===== src/rtl/pc_fetch_unit_pkg.sv =====
// Shared encodings for the LEGv8 fetch stage: PS function codes, fetch FSM
// state constants, default reset PC and the branch-target helper.
package fetch_pkg;

    // PC function (PS) encodings; for 1x the source is chosen by PCsel
    localparam logic [1:0] PS_HOLD    = 2'b00;
    localparam logic [1:0] PS_INC     = 2'b01;
    localparam logic [1:0] PS_LOAD_A  = 2'b10;
    localparam logic [1:0] PS_LOAD_BR = 2'b11;

    // Fetch FSM states
    localparam logic [0:0] IDLE  = 1'b0;
    localparam logic [0:0] FETCH = 1'b1;

    localparam logic [63:0] DEFAULT_RESET_PC = 64'h0;

    // Word-offset relative target, 64-bit wrap-around
    function automatic logic [63:0] branch_target(input logic [63:0] base,
                                                  input logic [63:0] offset);
        return base + {offset[61:0], 2'b00};
    endfunction

endpackage


===== src/rtl/pc_next_sel.sv =====
// Combinational next-PC selection: hold, PC+4, register target or
// pc_inst-relative branch target.
// Optional feature macro: PC_ALIGN_CHECK_EN (flags and clears misaligned
// load targets).
module pc_next_sel
    import fetch_pkg::*;
(
    input  logic [1:0]  PS,
    input  logic        PCsel,
    input  logic [63:0] PC,
    input  logic [63:0] pc_inst_base,
    input  logic [63:0] constant,
    input  logic [63:0] A,
`ifdef PC_ALIGN_CHECK_EN
    output logic        misaligned,
`endif
    output logic [63:0] next_pc
);

    logic [63:0] target;

    // Select load target and apply the PS function
    always_comb begin
        target  = PCsel ? branch_target(pc_inst_base, constant) : A;
`ifdef PC_ALIGN_CHECK_EN
        misaligned = |target[1:0];
`endif
        case (PS)
            PS_HOLD: next_pc = PC;
            PS_INC:  next_pc = PC + 64'd4;
            default: begin
`ifdef PC_ALIGN_CHECK_EN
                next_pc = {target[63:2], 2'b00};
`else
                next_pc = target;
`endif
            end
        endcase
    end

endmodule


===== src/rtl/pc_fetch_unit.sv =====
// LEGv8 program-counter and instruction-fetch stage. Runs a req/ack fetch
// to instruction memory, latches I and pc_inst, applies PS/PCsel to PC and
// stalls the control unit while a fetch is outstanding.
// Optional feature macro: PC_ALIGN_CHECK_EN (adds sticky align_fault).
module pc_fetch_unit
    import fetch_pkg::*;
#(
    parameter logic [63:0] RESET_PC = DEFAULT_RESET_PC,
    parameter int unsigned INST_W   = 32
) (
    input  logic              clock,
    input  logic              reset,
    input  logic              IL,
    input  logic [1:0]        PS,
    input  logic              PCsel,
    input  logic [63:0]       constant,
    input  logic [63:0]       A,
    output logic [63:0]       imem_addr,
    output logic              imem_req,
    input  logic [INST_W-1:0] imem_rdata,
    input  logic              imem_ack,
    output logic [INST_W-1:0] I,
    output logic [63:0]       PC,
    output logic [63:0]       pc_inst,
    output logic [63:0]       PC4,
`ifdef PC_ALIGN_CHECK_EN
    output logic              align_fault,
`endif
    output logic              stall
);

    logic [0:0]  state;
    logic [1:0]  ps_q;
    logic        pcsel_q;
    logic        fetch_done;
    logic [1:0]  ps_eff;
    logic        pcsel_eff;
    logic [63:0] base_eff;
    logic [63:0] next_pc;
`ifdef PC_ALIGN_CHECK_EN
    logic        misaligned;
    logic        pc_load;
`endif

    // In FETCH the deferred PS action is applied with PC as the new pc_inst
    // base, since pc_inst takes PC on the same edge.
    always_comb begin
        fetch_done = (state == FETCH) && imem_ack;
        ps_eff     = (state == FETCH) ? ps_q    : PS;
        pcsel_eff  = (state == FETCH) ? pcsel_q : PCsel;
        base_eff   = (state == FETCH) ? PC      : pc_inst;
        stall      = IL && !fetch_done;
        imem_req   = (state == FETCH);
        imem_addr  = PC;
        PC4        = pc_inst + 64'd4;
    end

    pc_next_sel u_next (
        .PS           (ps_eff),
        .PCsel        (pcsel_eff),
        .PC           (PC),
        .pc_inst_base (base_eff),
        .constant     (constant),
        .A            (A),
`ifdef PC_ALIGN_CHECK_EN
        .misaligned   (misaligned),
`endif
        .next_pc      (next_pc)
    );

    // Fetch FSM, PC, pc_inst and instruction register
    always_ff @(posedge clock or negedge reset) begin
        if (!reset) begin
            state   <= IDLE;
            PC      <= RESET_PC;
            pc_inst <= RESET_PC;
            I       <= '0;
            ps_q    <= PS_HOLD;
            pcsel_q <= 1'b0;
        end else begin
            case (state)
                IDLE: begin
                    if (IL) begin
                        state   <= FETCH;
                        ps_q    <= PS;
                        pcsel_q <= PCsel;
                    end else begin
                        PC <= next_pc;
                    end
                end
                FETCH: begin
                    if (imem_ack) begin
                        I       <= imem_rdata;
                        pc_inst <= PC;
                        PC      <= next_pc;
                        state   <= IDLE;
                    end
                end
                default: state <= IDLE;
            endcase
        end
    end

`ifdef PC_ALIGN_CHECK_EN
    assign pc_load = ((state == IDLE) && !IL || fetch_done) && ps_eff[1];

    // Sticky misaligned-load flag, cleared only by reset
    always_ff @(posedge clock or negedge reset) begin
        if (!reset)
            align_fault <= 1'b0;
        else if (pc_load && misaligned)
            align_fault <= 1'b1;
    end
`endif

endmodule


===== config.mk =====
export PLATFORM = sky130hd
export DESIGN_NAME = pc_fetch_unit
export DESIGN_NICKNAME = d
export VERILOG_FILES = /design/src/rtl/pc_fetch_unit_pkg.sv /design/src/rtl/pc_next_sel.sv /design/src/rtl/pc_fetch_unit.sv
export SDC_FILE = /design/constraint.sdc
export NUM_CORES = 1
export LEC_CHECK = 0
export CELL_PAD_IN_SITES_DETAIL_PLACEMENT = 0
export CELL_PAD_IN_SITES_GLOBAL_PLACEMENT = 1
export CORE_MARGIN = 8
export CORE_UTILIZATION = 33
export DETAILED_ROUTE_END_ITERATION = 10
export HOLD_SLACK_MARGIN = 0.1
export PLACE_DENSITY = 0.83
export SKIP_CTS_REPAIR_TIMING = 1
export SLEW_MARGIN = 20
export SYNTH_ARGS = -nofsm -noshare
export SYNTH_HDL_FRONTEND = slang
export SYNTH_HIERARCHICAL = 1
export SYNTH_SLANG_ARGS = --single-unit
export TNS_END_PERCENT = 5

===== constraint.sdc =====
create_clock -name clock -period 4.95 [get_ports clock]
set_input_delay 0.495 -clock clock [delete_from_list [all_inputs] [get_ports clock]]
set_output_delay 0.495 -clock clock [all_outputs]
set_load 0.01 [all_outputs]

== Yosys cells after proc, flatten, opt, wreduce, memory -nomap -nowiden ==
Cells that the tools add are included.
Widths: inputs -> output; s select.
Operators by class
  equality and inequality tests: 3
  bitwise logic cells: 1
  reduce and logical (&&, ||, !) cells: 7
  muxes and demuxes: 11
  $add $sub $neg: 3
Operator list (count)
  $mux 64: 4
  $pmux 64 s2: 2
  $add 64x3->64 const B: 2
  $add 64x64->64: 1
  $reduce_and 2->1: 3
  $ne 2x2->1 const B: 2
  $mux 1: 3
  $eq 2x1->1 const B: 1
  $logic_and 1x1->1: 2
  $logic_not 2->1: 1
  $mux 2: 1
  $pmux 1 s2: 1
  $logic_not 1->1: 1
  $not 1->1: 1
Word-level totals
  logic and storage cells: 31
  input port bits: 167
  register bits: 164
  output and inout bits: 290

== Logic depth before layout (Yosys ltp) ==
  depth in word-level cells: 6
  gate-level depth with buffers: 18
  mapped depth without buffers: 15

== Cells and area by module ==
The synthesis kept the hierarchy.
Modules (own cells, without submodules)
  pc_fetch_unit: seq. area each 4103.9 um2, times used 1, cells an instance 684, area each 8587.0 um2
  pc_next_sel: seq. area each 0.0 um2, times used 1, cells an instance 933, area each 6099.6 um2

== Worst setup path after synthesis ==
No wires, ideal clock.
  path type: flip-flop to flip-flop
  from: register state (netlist: imem_req)
  to: register PC[60]
  clock period less this slack: 4264 ps
  data required time: 4825 ps
  library setup time: 125 ps
  arrival time: 4139 ps
  buffers on the path: 3
  stages on the path, launching flop included: 16
  setup slack: 686 ps
  path through: dfrtp_1 clkbuf_1 buf_1 clkbuf_1 mux2_2 ha_1 and2_4 nand3_2 or3_1 or4_4 o32ai_2 nor3_1 o41ai_2 nand3_1 nor3b_2 mux2_2
On the way
  cells in the longest elaborated chain, start to end: 6
  elaborated cells on any way between the ends: 15
  classes of those cells: 1 x add/sub; 3 x eq/ne; 8 x mux; 1 x bitwise; 2 x reduce/logical
RTL lines
  start: declaration: RTL line pc_fetch_unit.sv:32  | logic [0:0] state;
  start signal: assignment: RTL line pc_fetch_unit.sv:74  | state <= IDLE;
  start signal: assignment: RTL line pc_fetch_unit.sv:84  | state <= FETCH;
  start signal: assignment: RTL line pc_fetch_unit.sv:96  | state <= IDLE;
  $mux 64 (*): RTL line pc_fetch_unit.sv:51  | base_eff = (state == FETCH) ? PC : pc_inst;
  via base_eff[39]: RTL line pc_fetch_unit.sv:38  | logic [63:0] base_eff;
  $add 64x64->64 (*): RTL line pc_fetch_unit_pkg.sv:20  | return base + {offset[61:0], 2'b00};
  $mux 64 (*): RTL line pc_next_sel.sv:24  | target = PCsel ? branch_target(pc_inst_base, constant) : A;
  $pmux 64 s2 (*): RTL line pc_next_sel.sv:28  | case (PS)
  via next_pc[60]: RTL line pc_fetch_unit.sv:39  | logic [63:0] next_pc;
  $mux 64, on equally long branches: RTL line pc_fetch_unit.sv:92, pc_fetch_unit.sv:83
  $pmux 64 s2 (*): RTL line pc_fetch_unit.sv:81  | case (state)
  end signal: assignment: RTL line pc_fetch_unit.sv:88  | PC <= next_pc;
  end signal: assignment: RTL line pc_fetch_unit.sv:95  | PC <= next_pc;
  end: declaration: RTL line pc_fetch_unit.sv:23  | output logic [63:0] PC,
Mark *: on every way through the listed nets, which the timed path passes. The rest lies on a longest branch. The select of a mux whose other input is x is not followed.
A chain may end at the register's enable or synchronous reset.

== Worst setup path after layout ==
  from: register state (netlist: imem_req)
  to: register PC[57]
Same word-level chain as after synthesis.

==> out/metrics.yaml <==
die_h_um: 227
avgRoutedWirePerCell_um: 22.0
clock_skew_ps: 13.4
gp_congestion: 0.881
grt-ovfl-total: 0
ys_warn_count: 6
rows: 77
ys_seq_area_share_pct: 27.9
final_util_pct: 45.3
p_int_uw: 7350
power_frac_comb_pct: 65.8
placed_cell_area_um2: 19400
nNetsFinal: 2202
critical_path_buf_inv_count: 0
cts_inserted_buffers: 17
clk_path_buf_depth: 2
port-buffer-count: 454
rr_worst_depth: 13
cpMostUsedCell: "mux2_2"
avgSynthCellArea_um2: 9.08
tritoncts: "yes"
syn_inst: 1617
period_share_pct: 91.3
slew_headroom_pct: 44.6
cpMaxStageDelayCell: "dfrtp_4"
arrival_ps: 4870
nFillCells: 4360
final_area_um2: 20000
grt_max_degree: 84
synth.distinct_cells: 88
antenna_found_initial: 13
io-pin-count: 457
dpl_worst_slack_ps: 570
async_flop_share_pct: 100
wl_met1_um: 23700
initial_core_util_pct: 33.3
tns_ps: 0
worstSetupPathType: "reg -> reg"
grt_pass1_vias: 14073
cpLargestDelayFamily: "compound AO/OA/AOI/OAI gates"
dr.max_layer_used: "met5"
seqPwrFrac_pct: 23.3
hp-class: "in -> async"
hold_ws_ps: 56.9
wl_met3_um: 4510
core-area_um2: 44100
crit_required_ps: 5310
avgViaCountPerCell: 5.42
cp.depth: 13
ys_ff_latch: 164
p_per_area_nw_per_um2: 672
rsz0062_at_grt: "false"
wl_met2_um: 27700
vias: 13981
crit_path_end_kind: "flip-flop"
cts_sinks: 164
grt_pass1_wl_um: 84900
drv_slew: 0
post-route-worst-setup-slack_ps: 432
wirelength_um: 56700
syn_area_um2: 14700
clk_pin_slew_ps: 70
status: "completed"
clock-root-buffer: "clkbuf_16"
die-area_um2: 51500
area_growth_pct: 36.2
grt_usage_pct: 21.2
timing.final.hold_violations: 0
switchingPower_uw: 6100
p_leak_uw: 0.00791
cts_max_level: 4
drive_gt1_share_pct: 16.0
tightest_slew_ps: 830
worstPathMaxFanout: 18
clock_latency_ps: 470
crit_path_cell_trace: "mux2_2 -> ha_1 -> a211oi_2 -> o21ai_1 -> a41oi_1 -> a21boi_1 -> o2111ai_1 -> a31oi_1 -> or2_1 -> a311oi_1 -> xor2_1 -> a21oi_1 -> mux2_2"
synth_fp_nets: 1848
dieWidth_um: 227
firstDrtPassIters: 7
synth_edf_count: 0
mostFrequentLayoutCells: "clkdlybuf4s50_1, mux2_2, dfrtp_1"
clockPowerShare_pct: 10.9
finalSetupViolCount: 0
ir_drop_v: 0.000454
synth_ff_type: "dfrtp_1"
layout_commonest_cell: "clkdlybuf4s50_1"
drc_errors: 0
dp_hpwl_um: 45000
drv_cap: 0
fmax_ghz: 0.221
slowest_delay_ps: 650
drt-initial-drc-count: 958
period_needed_ps: 4520
sw_frac_of_total_pct: 45.4
start_kind: "flip-flop"
ant_nets: 0
-- synth_stat cells (all sizes together) (18+ instances only) --
library cell / count / area share [%]
a21o: 40 / 2.0
a21oi: 128 / 4.4
and3: 26 / 1.1
buf: 103 / 4.7
clkbuf: 41 / 1.1
dfrtp: 164 / 28
ha: 63 / 5.4
inv: 33 / 0.84
mux2: 222 / 17
mux2i: 23 / 1.6
nand2: 114 / 2.9
nand3: 55 / 1.9
nand4: 62 / 2.9
nor2: 98 / 2.5
nor3: 32 / 1.1
o21ai: 65 / 2.2
o22ai: 18 / 0.77
xnor2: 108 / 6.4
xor2: 60 / 3.6
-- registers in the layout, summed over array words and instances, names as in the netlist --
register,count
I,32
PC,64
imem_req,1
pc_inst,64
pcsel_q,1
ps_q,2
-- cell type report --
type / instances / area (µm²) / area share (%)
flip-flops and latches: 164 / 4110 / 20.5
well taps: 592 / 741 / 3.70
repair buffers: 480 / 4770 / 23.8
multi-input cells: 1273 / 9610 / 48.1
clock buffers: 17 / 425 / 2.13
diodes: 3 / 7.51 / 0.0375
inverters: 35 / 131 / 0.657
clock inverters: 15 / 213 / 1.06
-- logic make-up (layout without fill, tap and decap cells) --
| logic type | after synthesis | count (layout) | synth area share [%] |
|---|---|---|---|
| simple gates | 454 | 454 | 16.4 |
| other cells | 0 | 3 | 0 |
| compound gates | 342 | 342 | 14.8 |
| xor+xnor | 168 | 168 | 10.0 |
| buf+inv | 180 | 547 | 6.73 |
| fa+ha+maj | 64 | 64 | 5.50 |
| flops | 164 | 164 | 27.9 |
| mux | 245 | 245 | 18.6 |
-- power groups by stage --
stage               logic (µW)  clock network (µW)  registers [µW]
finish                    8850                1470            3130
global route              9550                1550            3270
CTS                       8880                1510            3140
detailed placement        8830                   0            3160
global placement          8750                   0            3130
floorplan                 5260                   0            3070
-- layer usage --
layer	track usage, %	vias up
li1	-	6547
met1	26.1	6869
met2	36.3	488
met3	6.51	57
met4	4.37	20
met5	0	-
-- worst paths after layout --
| path | startpoint | to | slack (ps) |
|---|---|---|---|
| min in group clock | ps_q[0] | ps_q[0] | 500 |
| max reg2reg | imem_req | PC[57] | 430 |
| max in group asynchronous | reset | PC[62] | 3930 |
| min reg2reg | ps_q[0] | ps_q[0] | 500 |
| max | imem_req | PC[57] | 430 |
| min | reset | pc_inst[27] | 60 |
-- stage by stage --
stage | power [µW] | instances
floorplan | 8330 | 1617
global placement | 11900 | 2544
detailed placement | 12000 | 2544
CTS | 13500 | 2576
global route | 14400 | 2576
finish | 13500 | 2579
(Power assumes the default switching activity.)
